File: src/rtl/fetch_unit.sv
// ----------------------------------------------------------------------------
// fetch_unit
//
// Instruction-fetch stage and IF/ID pipeline register of the pipelined MIPS
// core. Sequences the PC, captures the fetched word into IF/ID, holds on a
// load-use stall, flushes the wrong-path fetch on a redirect (no delay slot)
// and freezes the core after a syscall until reset.
//
// Ports:
//   clk             in   1   system clock, rising edge
//   rst_n           in   1   asynchronous active-low reset
//   imem_addr       out  32  instruction memory byte address (= pc)
//   imem_rdata      in   32  instruction word at imem_addr (combinational)
//   stall           in   1   load-use hazard: hold PC and IF/ID
//   id_jump         in   1   j/jal decoded for the IF/ID instruction
//   id_jr           in   1   jr decoded for the IF/ID instruction
//   id_branch_taken in   1   branch resolved taken in ID
//   id_finish       in   1   syscall decoded
//   jr_target       in   32  forwarded rs value for jr
//   pc              out  32  current fetch PC
//   if_id_instr     out  32  IF/ID instruction word
//   if_id_pc_plus4  out  32  PC+4 of the IF/ID instruction
//   if_id_valid     out  1   IF/ID holds a real instruction
//   halted          out  1   core halted after syscall
// ----------------------------------------------------------------------------
module fetch_unit #(
    parameter logic [31:0] PC_RESET = 32'h0000_3000,
    parameter logic [31:0] NOP_WORD = 32'h0000_0000
) (
    input  logic        clk,
    input  logic        rst_n,
    output logic [31:0] imem_addr,
    input  logic [31:0] imem_rdata,
    input  logic        stall,
    input  logic        id_jump,
    input  logic        id_jr,
    input  logic        id_branch_taken,
    input  logic        id_finish,
    input  logic [31:0] jr_target,
    output logic [31:0] pc,
    output logic [31:0] if_id_instr,
    output logic [31:0] if_id_pc_plus4,
    output logic        if_id_valid,
    output logic        halted
);

    typedef enum logic {
        RUN  = 1'b0,
        HALT = 1'b1
    } state_t;

    state_t      state, state_next;

    logic [31:0] pc_next;
    logic [31:0] instr_next;
    logic [31:0] pc4_next;
    logic        valid_next;

    // Control from ID only means something when IF/ID holds a real instruction.
    logic        q_jump, q_jr, q_branch, q_finish, redirect;
    logic [31:0] seq_pc;
    logic [31:0] branch_off;
    logic [31:0] target;

    assign q_jump   = if_id_valid & id_jump;
    assign q_jr     = if_id_valid & id_jr;
    assign q_branch = if_id_valid & id_branch_taken;
    assign q_finish = if_id_valid & id_finish;
    assign redirect = q_jump | q_jr | q_branch;

    assign seq_pc     = pc + 32'd4;
    assign branch_off = {{14{if_id_instr[15]}}, if_id_instr[15:0], 2'b00};

    // Target priority: jr > jump > branch.
    always_comb begin
        if (q_jr)
            target = jr_target;
        else if (q_jump)
            target = {if_id_pc_plus4[31:28], if_id_instr[25:0], 2'b00};
        else
            target = if_id_pc_plus4 + branch_off;
    end

    // ------------------------------------------------------------------
    // State register
    // ------------------------------------------------------------------
    // NOTE: sequential state uses non-blocking assignments so every flop
    // samples pre-edge values regardless of process ordering.
    always_ff @(posedge clk or negedge rst_n) begin
        if (!rst_n)
            state <= RUN;
        else
            state <= state_next;
    end

    // ------------------------------------------------------------------
    // Next-state logic
    // ------------------------------------------------------------------
    // NOTE: every combinational output gets a default first so no path
    // leaves it unassigned and a latch is never inferred.
    always_comb begin
        state_next = state;
        if (state == RUN && q_finish && !stall)
            state_next = HALT;
    end

    // ------------------------------------------------------------------
    // Output / datapath next values
    // ------------------------------------------------------------------
    always_comb begin
        pc_next    = pc;
        instr_next = if_id_instr;
        pc4_next   = if_id_pc_plus4;
        valid_next = if_id_valid;
        if (state == RUN) begin
            if (q_finish && !stall) begin
                // Halt: PC freezes, the syscall leaves IF/ID as a bubble.
                instr_next = NOP_WORD;
                valid_next = 1'b0;
            end else if (stall) begin
                // Hold everything; ID re-presents any redirect next cycle.
            end else if (redirect) begin
                pc_next    = target;
                instr_next = NOP_WORD;
                valid_next = 1'b0;
            end else begin
                pc_next    = seq_pc;
                instr_next = imem_rdata;
                pc4_next   = seq_pc;
                valid_next = 1'b1;
            end
        end
    end

    // NOTE: these are a handful of pipeline flops, not a memory, so all of
    // them take the asynchronous reset.
    always_ff @(posedge clk or negedge rst_n) begin
        if (!rst_n) begin
            pc             <= PC_RESET;
            if_id_instr    <= NOP_WORD;
            if_id_pc_plus4 <= 32'd0;
            if_id_valid    <= 1'b0;
        end else begin
            pc             <= pc_next;
            if_id_instr    <= instr_next;
            if_id_pc_plus4 <= pc4_next;
            if_id_valid    <= valid_next;
        end
    end

    assign imem_addr = pc;
    assign halted    = (state == HALT);

endmodule

File: config.mk
export PLATFORM = sky130hd
export DESIGN_NAME = fetch_unit
export DESIGN_NICKNAME = d
export VERILOG_FILES = /design/src/rtl/fetch_unit.sv
export SDC_FILE = /design/constraint.sdc
export NUM_CORES = 1
export LEC_CHECK = 0
export CORE_MARGIN = 4
export CORE_UTILIZATION = 49
export DETAILED_ROUTE_END_ITERATION = 8
export PLACE_DENSITY = 0.82
export SYNTH_ARGS = -nofsm -noshare
export SYNTH_HDL_FRONTEND = slang
export SYNTH_SLANG_ARGS = --single-unit
File: constraint.sdc
create_clock -name clk -period 3.1 [get_ports clk]
set_input_delay 0.62 -clock clk [delete_from_list [all_inputs] [get_ports clk]]
set_output_delay 0.62 -clock clk [all_outputs]
set_load 0.02 [all_outputs]
==> flow_summary_export.csv, run 1 <==
group,metric,value,unit
synthesis,ys_warn_count,0,
setup_path,critPathMaxFanout,4,
detailed_routing,ant_nets,0,
global_route,gr-total-overflow,0,
layout,areaGrowthSynthToFinish,32.6,%
run_status,status,"completed",
clock_tree,clock_latency,350,ps
sta,finalHoldViolCount,0,
global_route,grt_use_total,0.293,
detailed_routing,drt-pass1-iter-count,6,
layout,nFillCells,1191,
setup_path,crit_required,3330,ps
sta,tightestPinTransition,685,ps
place,place.gp.congestion,0.988,
synthesis,synth.distinct_cells,69,
layout,drive_above_1_share,0.0691,
layout,antennaDiodeCount,0,
detailed_routing,wire_per_inst,20.1,um
pwr,ir_worst_vdd,0.716,mV
setup_path,reg2reg_depth,9,
synthesis,syn_nets,977,
global_route,grt_max_degree,54,
setup_path,r2r_end,"imem_addr[27]$_DFFE_PN0P_",
synthesis,synth_async_sr_flop_share,1.00,
global_route,antenna_found_initial,0,
die,die_y,129,um
sta,setup_tns,0,ps
pwr,power-per-cell-area,1170,nW/um^2
layout,regArea,2450,sq um
synthesis,syn_area,7150,sq um
synthesis,ys.flop_type,"dfrtp_1",
sta,setup_viol,0,
die,dieArea,16600,sq um
sta,slew_viol_final,0,
clock_tree,cts_root_buffer,"clkbuf_16",
setup_path,worst-r2r-setup-slack,280,ps
setup_path,arrival,3040,ps
layout,layoutNonFillerInstCount,1207,
die,coreArea,14100,sq um
clock_tree,clk_pin_slew,70,ps
synthesis,avgSynthCellArea,8.17,sq um
die,row_count,43,
die,start_util,0.507,
sta,min_period,2820,ps
layout,layout.nets,1124,
pwr,p_leak,3.99,nW
detailed_routing,wl,24300,um
sta,fmax,355,MHz
detailed_routing,vias,7379,
synthesis,ys_seq_area_frac,0.343,
sta,finClkSkew,12.0,ps
detailed_routing,drc,0,
setup_path,crit_type,"reg -> reg",
clock_tree,cts_tree,"done",
setup_path,cp-end-kind,"flop",
clock_tree,h-tree-depth,3,
detailed_routing,vias_per_cell,6.11,
setup_path,cp-start-kind,"flop",
clock_tree,cts_buffer_depth,2,
global_route,grt_pass1_vias,7124,
place,placedCellCount,1191,
layout,multi_input_area,4170,sq um
synthesis,ys_seq_elements,98,
sta,rsz0062_at_grt,"no",
clock_tree,cts.sinks,98,
die,fp.dieW,129,um
die,ios,201,
clock_tree,numCtsBuffers,9,
synthesis,synthCells,875,
sta,period_share,0.909,
place,dpl.hpwl,18400,um
synthesis,synth_edf_count,0,
place,io_buffers,200,
flow_run,maxCapViolations,0,
setup_path,rr_startpoint,"if_id_instr[2]$_DFFE_PN0P_",
clock_tree,postCtsHoldBufs,0,
sta,maxSlewHeadroom,0.544,
global_route,grt_pass1_wl,38600,um
min_path,min_path_type,"in -> async",
detailed_routing,initialDrtViolationCount,842,
## metrics by stage
stage / utilization / total power (W) / worst slack [ps] / hold slack, ps / instance area, sq um
after detailed placement: 0.650 / 0.00979 / 237 / 491 / 9160
after CTS: 0.672 / 0.0110 / 213 / 326 / 9470
final: 0.672 / 0.0111 / 282 / 307 / 9480
after floorplan: - / 0.00711 / 390 / 324 / 7150
after global routing: 0.672 / 0.0118 / 32.4 / 364 / 9480
after global placement: 0.650 / 0.00969 / 303 / 484 / 9160
## layout make-up
class | instances | area share
Multi-Input combinational cell | 667 | 0.440
Timing Repair Buffer | 227 | 0.236
Clock buffer | 12 | 0.0281
Tap cell | 180 | 0.0238
Sequential cell | 98 | 0.259
Inverter | 19 | 0.00752
Clock inverter | 4 | 0.00515
## per-layer routing
metal	share of wire	vias up	global-route usage
met2	0.44	385	0.438
met1	0.44	3525	0.426
met4	0.018	0	0.0834
met3	0.10	34	0.0681
li1	-	3435	-
met5	0	-	0
## sequential cells by signal, summed over array words and instances (netlist names)
register and count:
if_id_valid 1, if_id_pc_plus4 32, imem_addr 32, halted 1, if_id_instr 32
## synth_stat cells (4+ instances only)
master,instances,share of area
nand2_1,114,0.060
dfrtp_1,96,0.34
o21ai_0,95,0.067
a21oi_1,62,0.043
nor2_1,59,0.031
clkbuf_1,48,0.025
buf_4,35,0.037
nand3_1,34,0.024
a22o_1,32,0.039
xnor2_1,32,0.039
ha_1,30,0.053
inv_1,19,0.010
and3_1,18,0.016
a21o_1,16,0.017
o211ai_1,14,0.015
a211oi_1,13,0.014
a31oi_1,11,0.0096
nor3_1,11,0.0077
xor2_1,11,0.013
and2_1,8,0.0070
nand4_1,8,0.0070
o31ai_1,8,0.0084
o21bai_1,6,0.0063
nand2b_1,5,0.0044
nor4_1,5,0.0044
o21a_1,5,0.0053
and3_2,4,0.0042
and4_1,4,0.0049
o221ai_1,4,0.0049
o22ai_1,4,0.0035
## worst max-delay path: stages, from the launching register on
cell	delay, ps
dfrtp_1	430
ha_1	380
o21ai_0	130
o21ai_1	360
a211oi_1	160
a211oi_1	390
o21ai_0	200
and4_1	240
o32ai_1	280
o21ai_0	130
## how the worst max path moves through the flow
stage	start	end	slack [ps]
floorplan	if_id_instr[0]$_DFFE_PN0P_	imem_addr[24]$_DFFE_PN0P_	390
global placement	if_id_instr[0]$_DFFE_PN0P_	imem_addr[24]$_DFFE_PN0P_	300
detailed placement	if_id_instr[0]$_DFFE_PN0P_	imem_addr[24]$_DFFE_PN0P_	240
CTS	if_id_instr[0]$_DFFE_PN0P_	imem_addr[26]$_DFFE_PN0P_	210
global route	if_id_instr[0]$_DFFE_PN0P_	imem_addr[26]$_DFFE_PN0P_	30
finish	if_id_instr[2]$_DFFE_PN0P_	imem_addr[27]$_DFFE_PN0P_	280
## kinds of logic (layout without fill, tap and decap cells)
kind of cell	after synthesis	in the layout	share of synthesized area
compound gates	302	302	0.272
xor+xnor	43	43	0.0527
fa+ha+maj	31	31	0.0553
buf+inv	110	262	0.0770
flops	98	98	0.343
mux	3	3	0.00420
simple gates	288	288	0.195
## where the power goes
part | total (W) | switching (W) | leakage, nW | internal (W)
combinational | 0.00707 | 0.00387 | 2.62 | 0.00320
sequential | 0.00283 | 0.000943 | 1.22 | 0.00189
clock | 0.00119 | 0.000500 | 0.159 | 0.000691
total | 0.0111 | 0.00532 | 3.99 | 0.00578
## cell usage in the layout, fill, tap and decap left out, types with 11 or more instances in the layout
master,n
ha_1,30
a211oi_1,13
a22o_1,32
a21o_1,16
clkdlybuf4s50_1,199
buf_4,25
o21ai_0,95
o211ai_1,14
dfrtp_1,96
nor3_1,11
nor2_1,57
nand3_1,34
xor2_1,11
and3_1,18
inv_1,19
a21oi_1,61
xnor2_1,32
nand2_1,113
a31oi_1,11
## what timing repair did
| action | 4_1_cts | 5_1_grt |
|---|---|---|
| setup endpoints to repair | 0 | 2 |
| gates resized for setup | 0 | 2 |
| buffers inserted | 0 | 0 |
Note: power is estimated with default switching activity, not from simulation.
==> run 2, diff against run 1 <==
--- a/config.mk
+++ b/config.mk
@@ -8,7 +8,7 @@
 export CORE_MARGIN = 4
 export CORE_UTILIZATION = 49
 export DETAILED_ROUTE_END_ITERATION = 8
-export PLACE_DENSITY = 0.82
+export PLACE_DENSITY = 0.91
 export SYNTH_ARGS = -nofsm -noshare
 export SYNTH_HDL_FRONTEND = slang
 export SYNTH_SLANG_ARGS = --single-unit
==> flow_summary_export.csv, run 2 (synthesis gave the netlist of run 1 again) <==
group,metric,value,unit
place,place.gp.congestion,0.956,
run_status,status,"completed",
clock_tree,numCtsBuffers,9,
die,die_y,129,um
setup_path,r2r_end,"imem_addr[26]$_DFFE_PN0P_",
setup_path,critPathMaxFanout,5,
clock_tree,cts_tree,"done",
pwr,total_power,0.0112,W
sta,rsz0062_at_grt,"no",
clock_tree,cts_root_buffer,"clkbuf_16",
place,io_buffers,200,
setup_path,cp-start-kind,"flop",
global_route,grt_max_degree,42,
layout,layoutNonFillerInstCount,1212,
clock_tree,cts.sinks,98,
sta,fmax,351,MHz
die,start_util,0.507,
clock_tree,clk_pin_slew,70,ps
sta,slew_viol_final,0,
global_route,grt_pass1_vias,7396,
global_route,grt_use_total,0.299,
layout,final_core_util,0.673,
setup_path,crit_start,"if_id_instr[0]$_DFFE_PN0P_",
detailed_routing,drt-pass1-iter-count,5,
sta,maxSlewHeadroom,0.585,
place,dpl.hpwl,18800,um
detailed_routing,drc,0,
die,coreArea,14100,sq um
layout,layout.nets,1131,
die,dieArea,16600,sq um
detailed_routing,vias,7576,
detailed_routing,ant_nets,0,
setup_path,rr_startpoint,"if_id_instr[0]$_DFFE_PN0P_",
sta,tightestPinTransition,616,ps
detailed_routing,initialDrtViolationCount,721,
sta,finalHoldViolCount,0,
setup_path,reg2reg_depth,11,
layout,areaGrowthSynthToFinish,32.6,%
setup_path,cp-end-kind,"flop",
setup_path,crit_end,"imem_addr[26]$_DFFE_PN0P_",
global_route,grt_pass1_wl,39200,um
sta,hold_ws,254,ps
sta,period_share,0.920,
clock_tree,post_cts_buffers,0,
global_route,gr-total-overflow,0,
clock_tree,h-tree-depth,3,
sta,setup_viol,0,
min_path,min_path_type,"in -> async",
flow_run,maxCapViolations,0,
layout,drive_above_1_share,0.0746,
detailed_routing,vias_per_cell,6.25,
sta,finClkSkew,11.8,ps
place,placedCellCount,1198,
layout,layout_commonest_cell,"clkdlybuf4s50_1",
clock_tree,postCtsHoldBufs,0,
setup_path,crit_type,"reg -> reg",
layout,final_cell_mix,"clkdlybuf4s50_1 (199), nand2_1 (113), o21ai_0 (95), dfrtp_1 (95), a21oi_1 (61)",
die,fp.dieW,129,um
die,ios,201,
clock_tree,cts_resized,0,
pwr,ir_worst_vdd,0.707,mV
die,row_count,43,
setup_path,crit_required,3310,ps
clock_tree,clock_latency,350,ps
pwr,p_leak,4.00,nW
setup_path,arrival,3060,ps
sta,setup_tns,0,ps
detailed_routing,wire_per_inst,20.7,um
sta,min_period,2850,ps
clock_tree,cts_buffer_depth,2,
layout,antennaDiodeCount,0,
pwr,power-per-cell-area,1180,nW/um^2
detailed_routing,wl,25100,um
global_route,antenna_found_initial,0,
setup_path,worst-r2r-setup-slack,250,ps
==> run 2: cell types whose count changed in the layout (fill, tap and decap cells not counted), sizes merged <==
cell	delta
inv	+2
clkbuf	-3
buf	+7
clkinv	-2
clkinvlp	+1
==> run 2: worst min path at each step <==
| stage | from | end | depth (start not counted) |
|---|---|---|---|
| 2_1_floorplan | rst_n | halted$_DFFE_PN0P_ | 0 |
| 3_3_place_gp | if_id_pc_plus4[1]$_DFFE_PN0P_ | if_id_pc_plus4[1]$_DFFE_PN0P_ | 2 |
| 3_5_place_dp | if_id_instr[29]$_DFFE_PN0P_ | if_id_instr[29]$_DFFE_PN0P_ | 1 |
| 4_1_cts | rst_n | if_id_instr[31]$_DFFE_PN0P_ | 1 |
| 5_1_grt | rst_n | if_id_instr[31]$_DFFE_PN0P_ | 1 |
| 6_report | rst_n | if_id_instr[3]$_DFFE_PN0P_ | 1 |
==> run 2: metal layers <==
metal  track usage  up-vias  part of all wire
li1              -     3445                 -
met1         0.411     3602              0.40
met2         0.477      469              0.47
met3        0.0598       60              0.11
met4        0.0957        0             0.024
met5             0        -                 0
==> run 2: stage by stage <==
| stage | cell area, sq um | setup slack, ps |
|---|---|---|
| after CTS | 9470 | 154 |
| after floorplan | 7150 | 390 |
| after global placement | 9190 | 153 |
| after detailed placement | 9190 | 180 |
| after global routing | 9480 | 38.5 |
| final | 9480 | 249 |
==> run 2: cell type report <==
cell class / count / area (sq um)
repair buffers: 234 / 2270
multi-input cells: 667 / 4170
flip-flops and latches: 98 / 2460
inverters: 19 / 71.3
clock buffers: 9 / 225
well taps: 180 / 225
fillers: 1150 / 4610
clock inverters: 5 / 63.8
==> run 2: where the power goes <==
group          total [W]  internal (W)  switching [W]  leakage (nW)
Clock            0.00115      0.000625       0.000522         0.138
Combinational    0.00716       0.00323        0.00393          2.64
Sequential       0.00284       0.00189       0.000948          1.22
Total             0.0112       0.00575        0.00540          4.00
==> run 2: critical path, cell delays in order, from the launching register on <==
cell,delay (ps)
dfrtp_1,410
ha_1,260
fa_1,430
a21oi_2,180
nor2_1,90
nor2_2,210
o211ai_1,180
a211oi_2,270
buf_4,200
mux2i_1,90
o221ai_1,210
o311ai_0,170
